$ cat config.mk
export PLATFORM = sky130hd
export DESIGN_NAME = vga_timing_gen
export DESIGN_NICKNAME = d
export VERILOG_FILES = /design/src/rtl/vga_timing_gen.sv
export SDC_FILE = /design/constraint.sdc
export NUM_CORES = 1
export LEC_CHECK = 0
export ABC_CLOCK_PERIOD_IN_PS = 6900
export BUFFER_PORTS_ARGS = -buffer_cell sky130_fd_sc_hd__buf_2
export CAP_MARGIN = 20
export CORE_MARGIN = 5
export CORE_UTILIZATION = 40
export CTS_CLUSTER_DIAMETER = 100
export DETAILED_ROUTE_END_ITERATION = 8
export SYNTH_ARGS = -nofsm -noshare
export SYNTH_HDL_FRONTEND = slang
export SYNTH_SLANG_ARGS = --single-unit
$ cat constraint.sdc
create_clock -name CLK -period 6.9 [get_ports CLK]
set_clock_uncertainty 0.15 [all_clocks]
set_input_delay 0.69 -clock CLK [delete_from_list [all_inputs] [get_ports CLK]]
set_output_delay 0.69 -clock CLK [all_outputs]
set_load 0.02 [all_outputs]
$ cat src/rtl/vga_timing_gen.sv
// vga_timing_gen: parametrised raster timing generator.
// Produces HSYNC/VSYNC with configurable porches and polarity, data-enable,
// active-area pixel coordinates and line/frame strobes, with run/stop control
// that only stops on a frame boundary.
// All outputs are registered from the same next-position decode, so in any
// cycle every output describes the presented (HCNT, VCNT) position.
// Optional feature: define VGA_TIMING_GEN_FRAME_CNT_EN to enable the 16-bit
// FRAME_CNT counter; otherwise FRAME_CNT is tied to zero.

module vga_timing_gen #(
  parameter int unsigned CNT_W  = 12,
  parameter int unsigned H_SYNC = 112,
  parameter int unsigned H_BP   = 248,
  parameter int unsigned H_ACT  = 1280,
  parameter int unsigned H_FP   = 48,
  parameter int unsigned V_SYNC = 3,
  parameter int unsigned V_BP   = 38,
  parameter int unsigned V_ACT  = 1024,
  parameter int unsigned V_FP   = 1,
  parameter bit          H_POL  = 1'b1,
  parameter bit          V_POL  = 1'b1
) (
  input  logic             CLK,
  input  logic             RSTn,
  input  logic             RUN,
  output logic             HSYNC,
  output logic             VSYNC,
  output logic             DE,
  output logic [CNT_W-1:0] PIX_X,
  output logic [CNT_W-1:0] PIX_Y,
  output logic [CNT_W-1:0] HCNT,
  output logic [CNT_W-1:0] VCNT,
  output logic             LINE_START,
  output logic             FRAME_START,
  output logic             BUSY,
  output logic [15:0]      FRAME_CNT
);

  // Raster geometry; both totals must fit in CNT_W bits.
  localparam int unsigned H_TOTAL = H_SYNC + H_BP + H_ACT + H_FP;
  localparam int unsigned V_TOTAL = V_SYNC + V_BP + V_ACT + V_FP;

  localparam logic [CNT_W-1:0] H_LAST     = CNT_W'(H_TOTAL - 1);
  localparam logic [CNT_W-1:0] V_LAST     = CNT_W'(V_TOTAL - 1);
  localparam logic [CNT_W-1:0] H_SYNC_END = CNT_W'(H_SYNC);
  localparam logic [CNT_W-1:0] V_SYNC_END = CNT_W'(V_SYNC);
  localparam logic [CNT_W-1:0] H_DE_BEG   = CNT_W'(H_SYNC + H_BP);
  localparam logic [CNT_W-1:0] H_DE_END   = CNT_W'(H_SYNC + H_BP + H_ACT);
  localparam logic [CNT_W-1:0] V_DE_BEG   = CNT_W'(V_SYNC + V_BP);
  localparam logic [CNT_W-1:0] V_DE_END   = CNT_W'(V_SYNC + V_BP + V_ACT);

  typedef enum logic [1:0] {
    ST_IDLE     = 2'd0,
    ST_RUN      = 2'd1,
    ST_STOPPING = 2'd2
  } state_t;

  state_t           state, state_nxt;
  logic [CNT_W-1:0] hcnt, vcnt;
  logic [CNT_W-1:0] hcnt_nxt, vcnt_nxt;
  logic             h_wrap, v_wrap, frame_end;

  logic             busy_nxt;
  logic             h_in_act, v_in_act;
  logic             hsync_nxt, vsync_nxt, de_nxt;
  logic [CNT_W-1:0] pix_x_nxt, pix_y_nxt;
  logic             line_start_nxt, frame_start_nxt;

  // Next state and next raster position.
  always_comb begin
    // NOTE: every signal gets a default before the case so no path leaves it
    // unassigned; a missing default here would infer a latch.
    state_nxt = state;
    hcnt_nxt  = hcnt;
    vcnt_nxt  = vcnt;
    h_wrap    = (hcnt == H_LAST);
    v_wrap    = (vcnt == V_LAST);
    frame_end = h_wrap && v_wrap;

    case (state)
      ST_IDLE: begin
        hcnt_nxt = '0;
        vcnt_nxt = '0;
        if (RUN) begin
          state_nxt = ST_RUN;
        end
      end

      ST_RUN, ST_STOPPING: begin
        if (frame_end && !RUN) begin
          // Last position of the frame presented with no run request: stop
          // cleanly on the frame boundary.
          state_nxt = ST_IDLE;
          hcnt_nxt  = '0;
          vcnt_nxt  = '0;
        end else begin
          // RUN only selects between RUN and STOPPING; the raster itself is
          // never disturbed, so re-asserting RUN while stopping is seamless.
          state_nxt = RUN ? ST_RUN : ST_STOPPING;
          hcnt_nxt  = h_wrap ? '0 : hcnt + 1'b1;
          if (h_wrap) begin
            vcnt_nxt = v_wrap ? '0 : vcnt + 1'b1;
          end
        end
      end

      default: begin
        state_nxt = ST_IDLE;
        hcnt_nxt  = '0;
        vcnt_nxt  = '0;
      end
    endcase
  end

  // Region decode of the next position, registered below alongside it.
  always_comb begin
    busy_nxt        = (state_nxt != ST_IDLE);
    h_in_act        = (hcnt_nxt >= H_DE_BEG) && (hcnt_nxt < H_DE_END);
    v_in_act        = (vcnt_nxt >= V_DE_BEG) && (vcnt_nxt < V_DE_END);
    hsync_nxt       = (busy_nxt && (hcnt_nxt < H_SYNC_END)) ? H_POL : ~H_POL;
    vsync_nxt       = (busy_nxt && (vcnt_nxt < V_SYNC_END)) ? V_POL : ~V_POL;
    de_nxt          = busy_nxt && h_in_act && v_in_act;
    pix_x_nxt       = de_nxt ? (hcnt_nxt - H_DE_BEG) : '0;
    pix_y_nxt       = de_nxt ? (vcnt_nxt - V_DE_BEG) : '0;
    line_start_nxt  = busy_nxt && (hcnt_nxt == '0);
    frame_start_nxt = line_start_nxt && (vcnt_nxt == '0);
  end

  // State, position and all decoded outputs, updated together.
  always_ff @(posedge CLK or negedge RSTn) begin
    if (!RSTn) begin
      state       <= ST_IDLE;
      hcnt        <= '0;
      vcnt        <= '0;
      HSYNC       <= ~H_POL;
      VSYNC       <= ~V_POL;
      DE          <= 1'b0;
      PIX_X       <= '0;
      PIX_Y       <= '0;
      LINE_START  <= 1'b0;
      FRAME_START <= 1'b0;
      BUSY        <= 1'b0;
    end else begin
      // NOTE: non-blocking assignments so every register samples the values
      // from before this edge, regardless of statement order.
      state       <= state_nxt;
      hcnt        <= hcnt_nxt;
      vcnt        <= vcnt_nxt;
      HSYNC       <= hsync_nxt;
      VSYNC       <= vsync_nxt;
      DE          <= de_nxt;
      PIX_X       <= pix_x_nxt;
      PIX_Y       <= pix_y_nxt;
      LINE_START  <= line_start_nxt;
      FRAME_START <= frame_start_nxt;
      BUSY        <= busy_nxt;
    end
  end

  assign HCNT = hcnt;
  assign VCNT = vcnt;

`ifdef VGA_TIMING_GEN_FRAME_CNT_EN
  // Count frame strobes; the new value shows from the cycle after the strobe
  // and is held through IDLE.
  always_ff @(posedge CLK or negedge RSTn) begin
    if (!RSTn) begin
      FRAME_CNT <= 16'd0;
    end else if (FRAME_START) begin
      FRAME_CNT <= FRAME_CNT + 16'd1;
    end
  end
`else
  assign FRAME_CNT = 16'd0;
`endif

endmodule
==> flow_metrics.py, run 1 <==
metrics = {
    "outcome": {
        "status": "finished clean",
    },
    "clock_tree": {
        "cts_resized": 0,
        "ctsHtreeMaxLevel": 2,
        "cts_buffer_depth": 2,
        "insertion_delay_ns": 0.31,
        "clock-root-buffer": "clkbuf_8",
        "cts_tree": "built",
        "cts_sinks": 56,
        "hold_buffers": 0,
        "clk_pin_slew_ns": 0.10,
        "post-cts-setup-buffers": 0,
        "numCtsBuffers": 5,
    },
    "synthesis": {
        "synth_flop_cell": "dfrtp_1",
        "syn_area_per_cell_um2": 9.18,
        "ys_ff_latch": 56,
        "syn_inst": 370,
        "yosys_warnings": 0,
        "synth.most_common_cell": "dfrtp_1",
        "synth_common_cells": "dfrtp_1, nor2_1, nand2_1",
        "async_reset_ff_share_pct": 100,
        "synth_cell_types": 59,
        "synth_top_cell_by_area": "dfrtp_1",
        "ys_seq_area_share_pct": 41.3,
        "netlist.area_leader.share_pct": 41.3,
        "synth_edf_count": 0,
        "yosys-top-cells-area": "dfrtp_1, nor2_1, ha_1",
        "synth_area_um2": 3400,
    },
    "routing": {
        "drt-vias-per-instance": 5.57,
        "vias": 2884,
        "routed_wl_mm": 8.80,
        "drt_iter0_drc": 240,
        "final_antenna_net_count": 0,
        "drtPass1Iterations": 5,
        "wl_per_cell_um": 17.0,
        "drc": 0,
    },
    "timing": {
        "finalCriticalPeriod_ns": 4.28,
        "fmax_mhz": 234,
        "hold_violations": 0,
        "post-route-period-util_pct": 62.0,
        "tns_ns": 0,
        "worst_slack_ns": 2.62,
        "rsz0062_at_grt": "no",
        "worst_pin_slew_ns": 0.768,
        "relSlewSlack_pct": 48.6,
        "finalSetupViolCount": 0,
        "report.final.slew_viol_count": 0,
        "holdWs_ns": 0.342,
    },
    "floorplanning": {
        "io_pins": 73,
        "start_util_pct": 41.1,
        "rows": 33,
        "die_area_um2": 10400,
        "die_x_um": 102,
        "fp.dieH_um": 102,
        "core_um2": 8260,
    },
    "worst_setup_path": {
        "crit_chain": "ha_1 > or4b_1 > nor3_2 > nand2_1 > nor2_1 > a21oi_1 > nor2_1 > inv_1 > ha_1 > nand2_1 > inv_1 > o211a_1 > o211ai_4 > o21ba_2",
        "rr_endpoint": "PIX_Y[4]$_DFF_PN0_",
        "slowest_delay_ns": 0.60,
        "endpoint_kind": "register",
        "reg2reg_from": "HCNT[0]$_DFF_PN0_",
        "start_kind": "register",
        "cpMaxStageDelayCell": "o211ai_4",
        "critPathKind": "register to register",
        "ff2ff_path_depth": 14,
        "crit_path_max_fanout": 24,
        "worstPathRequired_ns": 6.96,
        "arrival_ns": 4.34,
        "regToRegSetupSlack_ns": 2.62,
    },
    "power_and_ir_drop": {
        "power.density_nw_per_um2": 219,
        "seq_power_share_pct": 45.8,
        "leakage_uw": 0.00184,
        "pwr-share-clk_pct": 22.1,
        "combPwrFrac_pct": 32.1,
        "intPower_uw": 497,
        "vdd_drop_max_uv": 79.4,
        "power.share.switching_pct": 39.4,
        "switching_power_uw": 322,
    },
    "finish": {
        "fin_util_pct": 45.2,
        "syn_to_final_growth_pct": 9.94,
        "drive_gt1_share_pct": 19.9,
        "finalNetCount": 426,
        "antennaDiodeCount": 0,
    },
    "global_route": {
        "antenna_found_initial": 0,
        "grt_pass1_wl_mm": 14.5,
        "gr-total-overflow": 0,
        "grt_start_max_net_pins": 57,
        "grt.total_usage_pct": 17.6,
        "grt_pass1_vias": 2640,
    },
    "placement": {
        "io_buffers": 56,
        "hpwl_mm": 6.59,
        "post-place-ws_ns": 2.66,
        "globalplace.congestion": 0.918,
    },
    "flow_run": {
        "max_cap_violations": 0,
    },
    "min_path": {
        "hold_path_class": "input port to asynchronous set/reset pin",
    },
}
-- power groups by stage --
stage                     logic (µW)  registers [µW]  clock network, µW
final                            263             375                181
after global routing             289             379                203
after CTS                        263             374                188
after detailed placement         262             381                  0
after global placement           258             379                  0
after floorplan                  168             402                  0
-- through the flow --
step / instance area, µm² / std cells / power (µW)
6_report: 3730 / 518 / 819
5_1_grt: 3730 / 518 / 871
4_1_cts: 3730 / 518 / 825
3_5_place_dp: 3650 / 510 / 643
3_3_place_gp: 3650 / 510 / 637
2_1_floorplan: 3450 / 385 / 570
-- layer usage --
layer	global-route usage (%)	wire, µm
met4	4.34	121
met5	0	0
met2	25.5	3740
met3	2.59	647
met1	27.6	4290
-- cells by family after synthesis --
family,Yosys count,share of synthesized area (%)
adder cells (fa/ha/maj),11,4.05
AO/OA/AOI/OAI,62,13.5
other,1,0.110
multiplexers,2,0.626
XOR/XNOR,24,6.19
flip-flops,56,41.3
buffers and inverters,58,8.99
AND/OR/NAND/NOR,156,25.3
-- layout by cell type, fill, tap and decap left out, drive strengths merged, types with 5 or more instances in the layout --
cell / n
o21ai: 9
nor3: 15
inv: 21
dfrtp: 56
ha: 11
buf: 57
conb: 16
nor4: 9
clkbuf: 6
nand4: 7
xor2: 10
a21oi: 17
xnor2: 14
nand3: 16
a31oi: 5
nor2: 45
nand2: 26
and4: 8
-- worst max-delay path: cells and delay by family, from the launching register on --
kind / cells / cell delay [ns]
flops: 1 / 0.46
simple gates: 6 / 1.68
fa+ha+maj: 2 / 0.59
compound gates: 4 / 1.14
buf+inv: 2 / 0.17
-- state kept, by name, indices dropped and copies added, names as in the netlist --
name	flops
LINE_START	1
state	2
VCNT	12
PIX_Y	12
DE	1
HSYNC	1
HCNT	12
PIX_X	12
FRAME_START	1
BUSY	1
VSYNC	1
-- final cells by class --
type | count | area, µm²
sequential | 56 | 1400
clock buffer | 6 | 72.6
fill | 841 | 4520
multi-input combinational | 271 | 1750
timing repair buffer | 57 | 288
tap | 105 | 131
inverter | 21 | 78.8
clock inverter | 2 | 16.3
-- how the worst max path moves through the flow --
stage	startpoint	end	depth (start not counted)
after floorplan	HCNT[0]$_DFF_PN0_	PIX_X[7]$_DFF_PN0_	17
after global placement	HCNT[0]$_DFF_PN0_	PIX_Y[4]$_DFF_PN0_	14
after detailed placement	HCNT[0]$_DFF_PN0_	PIX_Y[4]$_DFF_PN0_	14
after CTS	HCNT[0]$_DFF_PN0_	PIX_Y[4]$_DFF_PN0_	14
after global routing	HCNT[0]$_DFF_PN0_	PIX_Y[4]$_DFF_PN0_	14
final	HCNT[0]$_DFF_PN0_	PIX_Y[4]$_DFF_PN0_	14
Note: power is estimated with default switching activity, not from simulation.
==> inputs of run 2 (changes only) <==
--- a/config.mk
+++ b/config.mk
@@ -5,7 +5,8 @@
 export SDC_FILE = /design/constraint.sdc
 export NUM_CORES = 1
 export LEC_CHECK = 0
-export ABC_CLOCK_PERIOD_IN_PS = 6900
+export ABC_AREA = 1
+export ABC_CLOCK_PERIOD_IN_PS = 3700
 export BUFFER_PORTS_ARGS = -buffer_cell sky130_fd_sc_hd__buf_2
 export CAP_MARGIN = 20
 export CORE_MARGIN = 5
==> constraint.sdc (replaced) <==
create_clock -name CLK -period 3.7 [get_ports CLK]
set_clock_uncertainty 0.15 [all_clocks]
set_input_delay 0.37 -clock CLK [delete_from_list [all_inputs] [get_ports CLK]]
set_output_delay 0.37 -clock CLK [all_outputs]
set_load 0.02 [all_outputs]
==> flow_metrics.py, run 2 <==
metrics = {
    "timing": {
        "finalSetupViolCount": 0,
        "worst_slack_ns": 0.741,
        "post-route-period-util_pct": 80.0,
        "report.final.slew_viol_count": 0,
        "tns_ns": 0,
        "finalCriticalPeriod_ns": 2.96,
        "fmax_mhz": 338,
        "rsz0062_at_grt": "no",
        "worst_pin_slew_ns": 0.653,
        "hold_violations": 0,
        "relSlewSlack_pct": 56.5,
    },
    "finish": {
        "final_common_cell": "nand2_1",
        "num-fill-cells": 864,
        "syn_to_final_growth_pct": 12.0,
        "antennaDiodeCount": 0,
        "drive_gt1_share_pct": 24.1,
        "mostFrequentLayoutCells": "nand2_1, inv_1, dfrtp_1, buf_2, nor2_1",
        "finalNetCount": 570,
        "fin_util_pct": 46.4,
    },
    "worst_setup_path": {
        "start_kind": "register",
        "endpoint_kind": "register",
        "arrival_ns": 3.04,
        "critPathKind": "register to register",
        "crit_path_max_fanout": 25,
        "regToRegSetupSlack_ns": 0.74,
        "worstPathRequired_ns": 3.78,
    },
    "floorplanning": {
        "io_pins": 73,
        "fp.dieH_um": 105,
        "rows": 34,
        "die_x_um": 105,
        "die_area_um2": 11100,
        "core_um2": 8810,
        "start_util_pct": 41.4,
    },
    "synthesis": {
        "yosys_warnings": 0,
        "synth_edf_count": 0,
        "ys_seq_area_share_pct": 38.4,
        "syn_area_per_cell_um2": 7.33,
        "netlist.area_leader.share_pct": 38.4,
        "yosys-top-cells-area": "dfrtp_1, nand2_1, inv_1",
        "synth_area_um2": 3640,
        "synth_top_cell_by_area": "dfrtp_1",
        "synth.most_common_cell": "nand2_1",
        "async_reset_ff_share_pct": 100,
        "syn_inst": 497,
        "synth_cell_types": 31,
        "ys_ff_latch": 56,
        "synth_flop_cell": "dfrtp_1",
        "synth_common_cells": "nand2_1, inv_1, dfrtp_1",
    },
    "flow_run": {
        "max_cap_violations": 0,
    },
    "routing": {
        "vias": 3224,
        "drt-vias-per-instance": 4.85,
        "final_antenna_net_count": 0,
        "drc": 0,
        "wl_per_cell_um": 13.5,
        "drt_iter0_drc": 149,
        "routed_wl_mm": 8.97,
        "drtPass1Iterations": 6,
    },
    "power_and_ir_drop": {
        "total_power_uw": 1590,
        "vdd_drop_max_uv": 358,
        "power.density_nw_per_um2": 389,
        "leakage_uw": 0.00248,
    },
    "clock_tree": {
        "clk_pin_slew_ns": 0.10,
        "insertion_delay_ns": 0.31,
        "clock-root-buffer": "clkbuf_8",
        "ctsHtreeMaxLevel": 2,
        "cts_resized": 0,
        "cts_tree": "built",
        "numCtsBuffers": 5,
        "hold_buffers": 1,
        "post-cts-setup-buffers": 0,
        "cts_sinks": 56,
        "cts_buffer_depth": 2,
    },
    "placement": {
        "globalplace.congestion": 0.941,
        "io_buffers": 56,
        "hpwl_mm": 7.11,
        "post-place-ws_ns": 0.769,
    },
    "global_route": {
        "grt_pass1_wl_mm": 14.9,
        "grt_start_max_net_pins": 30,
        "antenna_found_initial": 0,
        "grt_pass1_vias": 2935,
        "grt.total_usage_pct": 16.3,
        "gr-total-overflow": 0,
    },
    "min_path": {
        "hold_path_class": "input port to register",
    },
    "outcome": {
        "status": "finished clean",
    },
}
==> run 2: cell types whose count changed in the layout (fill, tap and decap cells not counted), moves of 9 or more <==
| cell | change |
|---|---|
| nand2_1 | +110 |
| inv_1 | +47 |
| nor2_2 | +34 |
| nand3_1 | +27 |
| xnor2_1 | -14 |
| a21oi_1 | -11 |
| nand3_2 | +11 |
| nor2_1 | +9 |
| nor3_1 | -9 |
==> run 2: power by group <==
part / switching [µW] / internal [µW]
clock network: 197 / 201
registers: 30.6 / 663
logic: 366 / 131
total: 594 / 995
==> run 2: layout make-up <==
class	instances	area [µm²]	area share (%)
clock inverters	2	35.0	0.858
inverters	77	290	7.11
multi-input cells	356	1840	45.0
clock buffers	6	72.6	1.78
well taps	108	135	3.31
repair buffers	60	313	7.66
flip-flops and latches	56	1400	34.3
==> run 2: final timing paths <==
kind                               startpoint                 end  cells past startpoint
hold / removal                            RUN  state[1]$_DFF_PN0_                      4
min in group asynchronous                RSTn  PIX_X[5]$_DFF_PN0_                      2
setup / recovery            HCNT[0]$_DFF_PN0_  PIX_X[6]$_DFF_PN0_                     16
setup reg to reg            HCNT[0]$_DFF_PN0_  PIX_X[6]$_DFF_PN0_                     16
hold reg to reg            state[1]$_DFF_PN0_  state[1]$_DFF_PN0_                      4
max in group asynchronous                RSTn   VCNT[1]$_DFF_PN0_                      3
==> run 2: routing by layer <==
metal	part of all wire (%)	track usage, %	routed length [µm]	up-vias
li1	-	-	-	1608
met1	47	23.5	4250	1499
met2	45	25.5	4080	111
met3	6.2	3.00	554	6
met4	0.96	3.56	86	0
met5	0	0	0	-
==> run 2: kinds of logic (layout without fill, tap and decap cells) <==
| group | Yosys count | after routing | share of synthesized area, % |
|---|---|---|---|
| simple gates | 307 | 307 | 40.4 |
| flops | 56 | 56 | 38.4 |
| other cells | 1 | 16 | 0.103 |
| xor+xnor | 13 | 13 | 3.12 |
| buf+inv | 100 | 145 | 12.7 |
| compound gates | 9 | 9 | 1.41 |
| fa+ha+maj | 11 | 11 | 3.78 |
==> run 2: worst max-delay path: stages, from the launching register on <==
cell,delay (ns)
dfrtp_1,0.43
ha_1,0.25
nand2_2,0.12
nor2_2,0.06
nand3_2,0.14
nand2_2,0.10
or2_2,0.30
inv_1,0.13
ha_1,0.16
nand2_1,0.05
nor2_1,0.09
nand3_1,0.10
nand2_1,0.08
nor2_1,0.04
nor2_2,0.13
nand3_4,0.35
nor2_2,0.21
==> run 2: through the flow <==
stage	hold slack (ns)	area, µm²	cells
after global routing	0.258	4080	665
after floorplan	-0.0756	3700	512
after CTS	0.224	4080	665
final	0.234	4080	665
after detailed placement	0.287	3970	656
after global placement	0.277	3970	656
==> inputs of run 3 (changes only) <==
--- a/config.mk
+++ b/config.mk
@@ -5,8 +5,8 @@
 export SDC_FILE = /design/constraint.sdc
 export NUM_CORES = 1
 export LEC_CHECK = 0
-export ABC_AREA = 1
-export ABC_CLOCK_PERIOD_IN_PS = 3700
+export ABC_AREA = 0
+export ABC_CLOCK_PERIOD_IN_PS = 2400
 export BUFFER_PORTS_ARGS = -buffer_cell sky130_fd_sc_hd__buf_2
 export CAP_MARGIN = 20
 export CORE_MARGIN = 5
==> constraint.sdc (replaced) <==
create_clock -name CLK -period 2.4 [get_ports CLK]
set_clock_uncertainty 0.15 [all_clocks]
set_input_delay 0.24 -clock CLK [delete_from_list [all_inputs] [get_ports CLK]]
set_output_delay 0.24 -clock CLK [all_outputs]
set_load 0.02 [all_outputs]
==> flow_metrics.py, run 3 (same netlist as run 1, synthesis figures left out) <==
metrics = {
    "placement": {
        "hpwl_mm": 8.84,
        "globalplace.congestion": 0.917,
        "io_buffers": 56,
        "place_area_um2": 4810,
    },
    "global_route": {
        "grt.total_usage_pct": 21.5,
        "grtUsageMet2_pct": 38.8,
        "grt_pass1_vias": 3572,
        "antenna_found_initial": 0,
        "grt_use_met1_pct": 25.3,
        "grt.met3_usage_pct": 3.69,
        "gr-total-overflow": 0,
        "grt_start_max_net_pins": 35,
        "grt_pass1_wl_mm": 17.3,
        "busiest_layer": "met2",
    },
    "flow_run": {
        "max_cap_violations": 0,
    },
    "floorplanning": {
        "fp.dieH_um": 102,
        "die_area_um2": 10400,
        "die_x_um": 102,
        "io_pins": 73,
        "start_util_pct": 41.1,
        "core_um2": 8260,
        "rows": 33,
    },
    "timing": {
        "report.final.slew_viol_count": 0,
        "rsz0062_at_grt": "yes",
        "hold_violations": 0,
        "worst_pin_slew_ns": 0.563,
        "finalSetupViolCount": 29,
        "relSlewSlack_pct": 62.5,
        "fmax_mhz": 318,
        "holdWs_ns": 0.270,
        "finalCriticalPeriod_ns": 3.14,
        "post-route-period-util_pct": 131,
        "worst_slack_ns": -0.743,
    },
    "routing": {
        "drtPass1Iterations": 4,
        "drt-vias-per-instance": 5.18,
        "vias": 3476,
        "final_antenna_net_count": 0,
        "drt_iter0_drc": 143,
        "wl_per_cell_um": 16.3,
        "routed_wl_mm": 11.0,
        "drc": 0,
    },
    "worst_setup_path": {
        "critPathBufInv": 1,
        "path_delay_family": "simple AND/OR/NAND/NOR gates",
        "worstPathRequired_ns": 2.49,
        "arrival_ns": 3.23,
        "start_kind": "register",
        "slowest_delay_ns": 0.54,
        "cpMaxStageDelayCell": "or4_4",
        "crit_path_max_fanout": 16,
        "crit_chain": "ha_4 > or4b_4 > or3_4 > or4_4 > a21oi_4 > nor4_4 > o311ai_4 > o211ai_4 > buf_12 > nor3_2",
        "endpoint_kind": "register",
        "critPathKind": "register to register",
    },
    "finish": {
        "syn_to_final_growth_pct": 53.1,
        "fin_util_pct": 63.0,
        "antennaDiodeCount": 0,
        "final_common_cell": "buf_4",
        "finalNetCount": 579,
        "mostFrequentLayoutCells": "buf_4, buf_2, dfrtp_1, nor2_1, nand2_1",
        "final_cell_area_um2": 5200,
        "drive_gt1_share_pct": 48.4,
        "num-fill-cells": 739,
    },
    "clock_tree": {
        "cts_buffer_depth": 2,
        "clk_pin_slew_ns": 0.10,
        "cts_sinks": 56,
        "clock-root-buffer": "clkbuf_8",
        "ctsHtreeMaxLevel": 2,
        "numCtsBuffers": 5,
        "cts_tree": "built",
        "insertion_delay_ns": 0.31,
    },
    "min_path": {
        "hold_path_class": "input port to register",
    },
    "power_and_ir_drop": {
        "power.density_nw_per_um2": 575,
        "vdd_drop_max_uv": 397,
        "leakage_uw": 0.00269,
    },
    "outcome": {
        "violations": "negative setup slack",
        "status": "complete, but fails checks",
    },
}
run 3: final timing paths:
kind	start	end	slack (ns)	cells after the start
worst max register to register	HCNT[1]$_DFF_PN0_	PIX_X[0]$_DFF_PN0_	-0.74	10
worst max-delay path	HCNT[1]$_DFF_PN0_	PIX_X[0]$_DFF_PN0_	-0.74	10
min in group asynchronous	RSTn	PIX_X[0]$_DFF_PN0_	0.31	2
worst min-delay path	RUN	state[0]$_DFF_PN0_	0.27	4
worst min register to register	HCNT[0]$_DFF_PN0_	PIX_X[0]$_DFF_PN0_	0.46	2
max in group asynchronous	RSTn	VCNT[1]$_DFF_PN0_	1.22	3
run 3: repair_timing:
item / 4_1_cts / 5_1_grt
setup buffers: 6 / 2
hold buffers: 1 / 0
hold endpoints to repair: 22 / 0
setup endpoints to repair: 34 / 34
resized for setup: 25 / 24
pin swaps: 9 / 10
run 3: cell type report:
class / count / area (µm²) / area share (%)
flip-flops and latches: 56 / 1400 / 27.0
well taps: 105 / 131 / 2.53
clock inverters: 2 / 13.8 / 0.265
multi-input cells: 271 / 2020 / 38.9
repair buffers: 210 / 1480 / 28.4
inverters: 21 / 78.8 / 1.52
clock buffers: 6 / 72.6 / 1.40
run 3: stage by stage:
step	TNS, ns	setup WS (ns)	total power (µW)	std cells
2_1_floorplan	-24.08	-0.920	1680	385
3_3_place_gp	-18.71	-0.723	2300	654
3_5_place_dp	-20.80	-0.791	2310	654
4_1_cts	-18.18	-0.727	2940	669
5_1_grt	-21.68	-0.850	3160	671
6_report	-18.63	-0.743	2990	671
run 3: layer usage:
layer	vias up	routed length, µm
met4	0	404
li1	1680	-
met3	24	565
met2	109	5590
met5	-	0
met1	1663	4400
run 3: worst reg2reg max path, cell delays in order (launching register included):
cell and delay [ns]:
dfrtp_2 0.40, ha_4 0.13, or4b_4 0.49, or3_4 0.45, or4_4 0.55, a21oi_4 0.23, nor4_4 0.08, o311ai_4 0.10
o211ai_4 0.15, buf_12 0.18, nor3_2 0.18
run 3: power by group:
part / switching [µW] / internal, µW
clock network: 307 / 209
logic: 798 / 615
registers: 34.9 / 1020
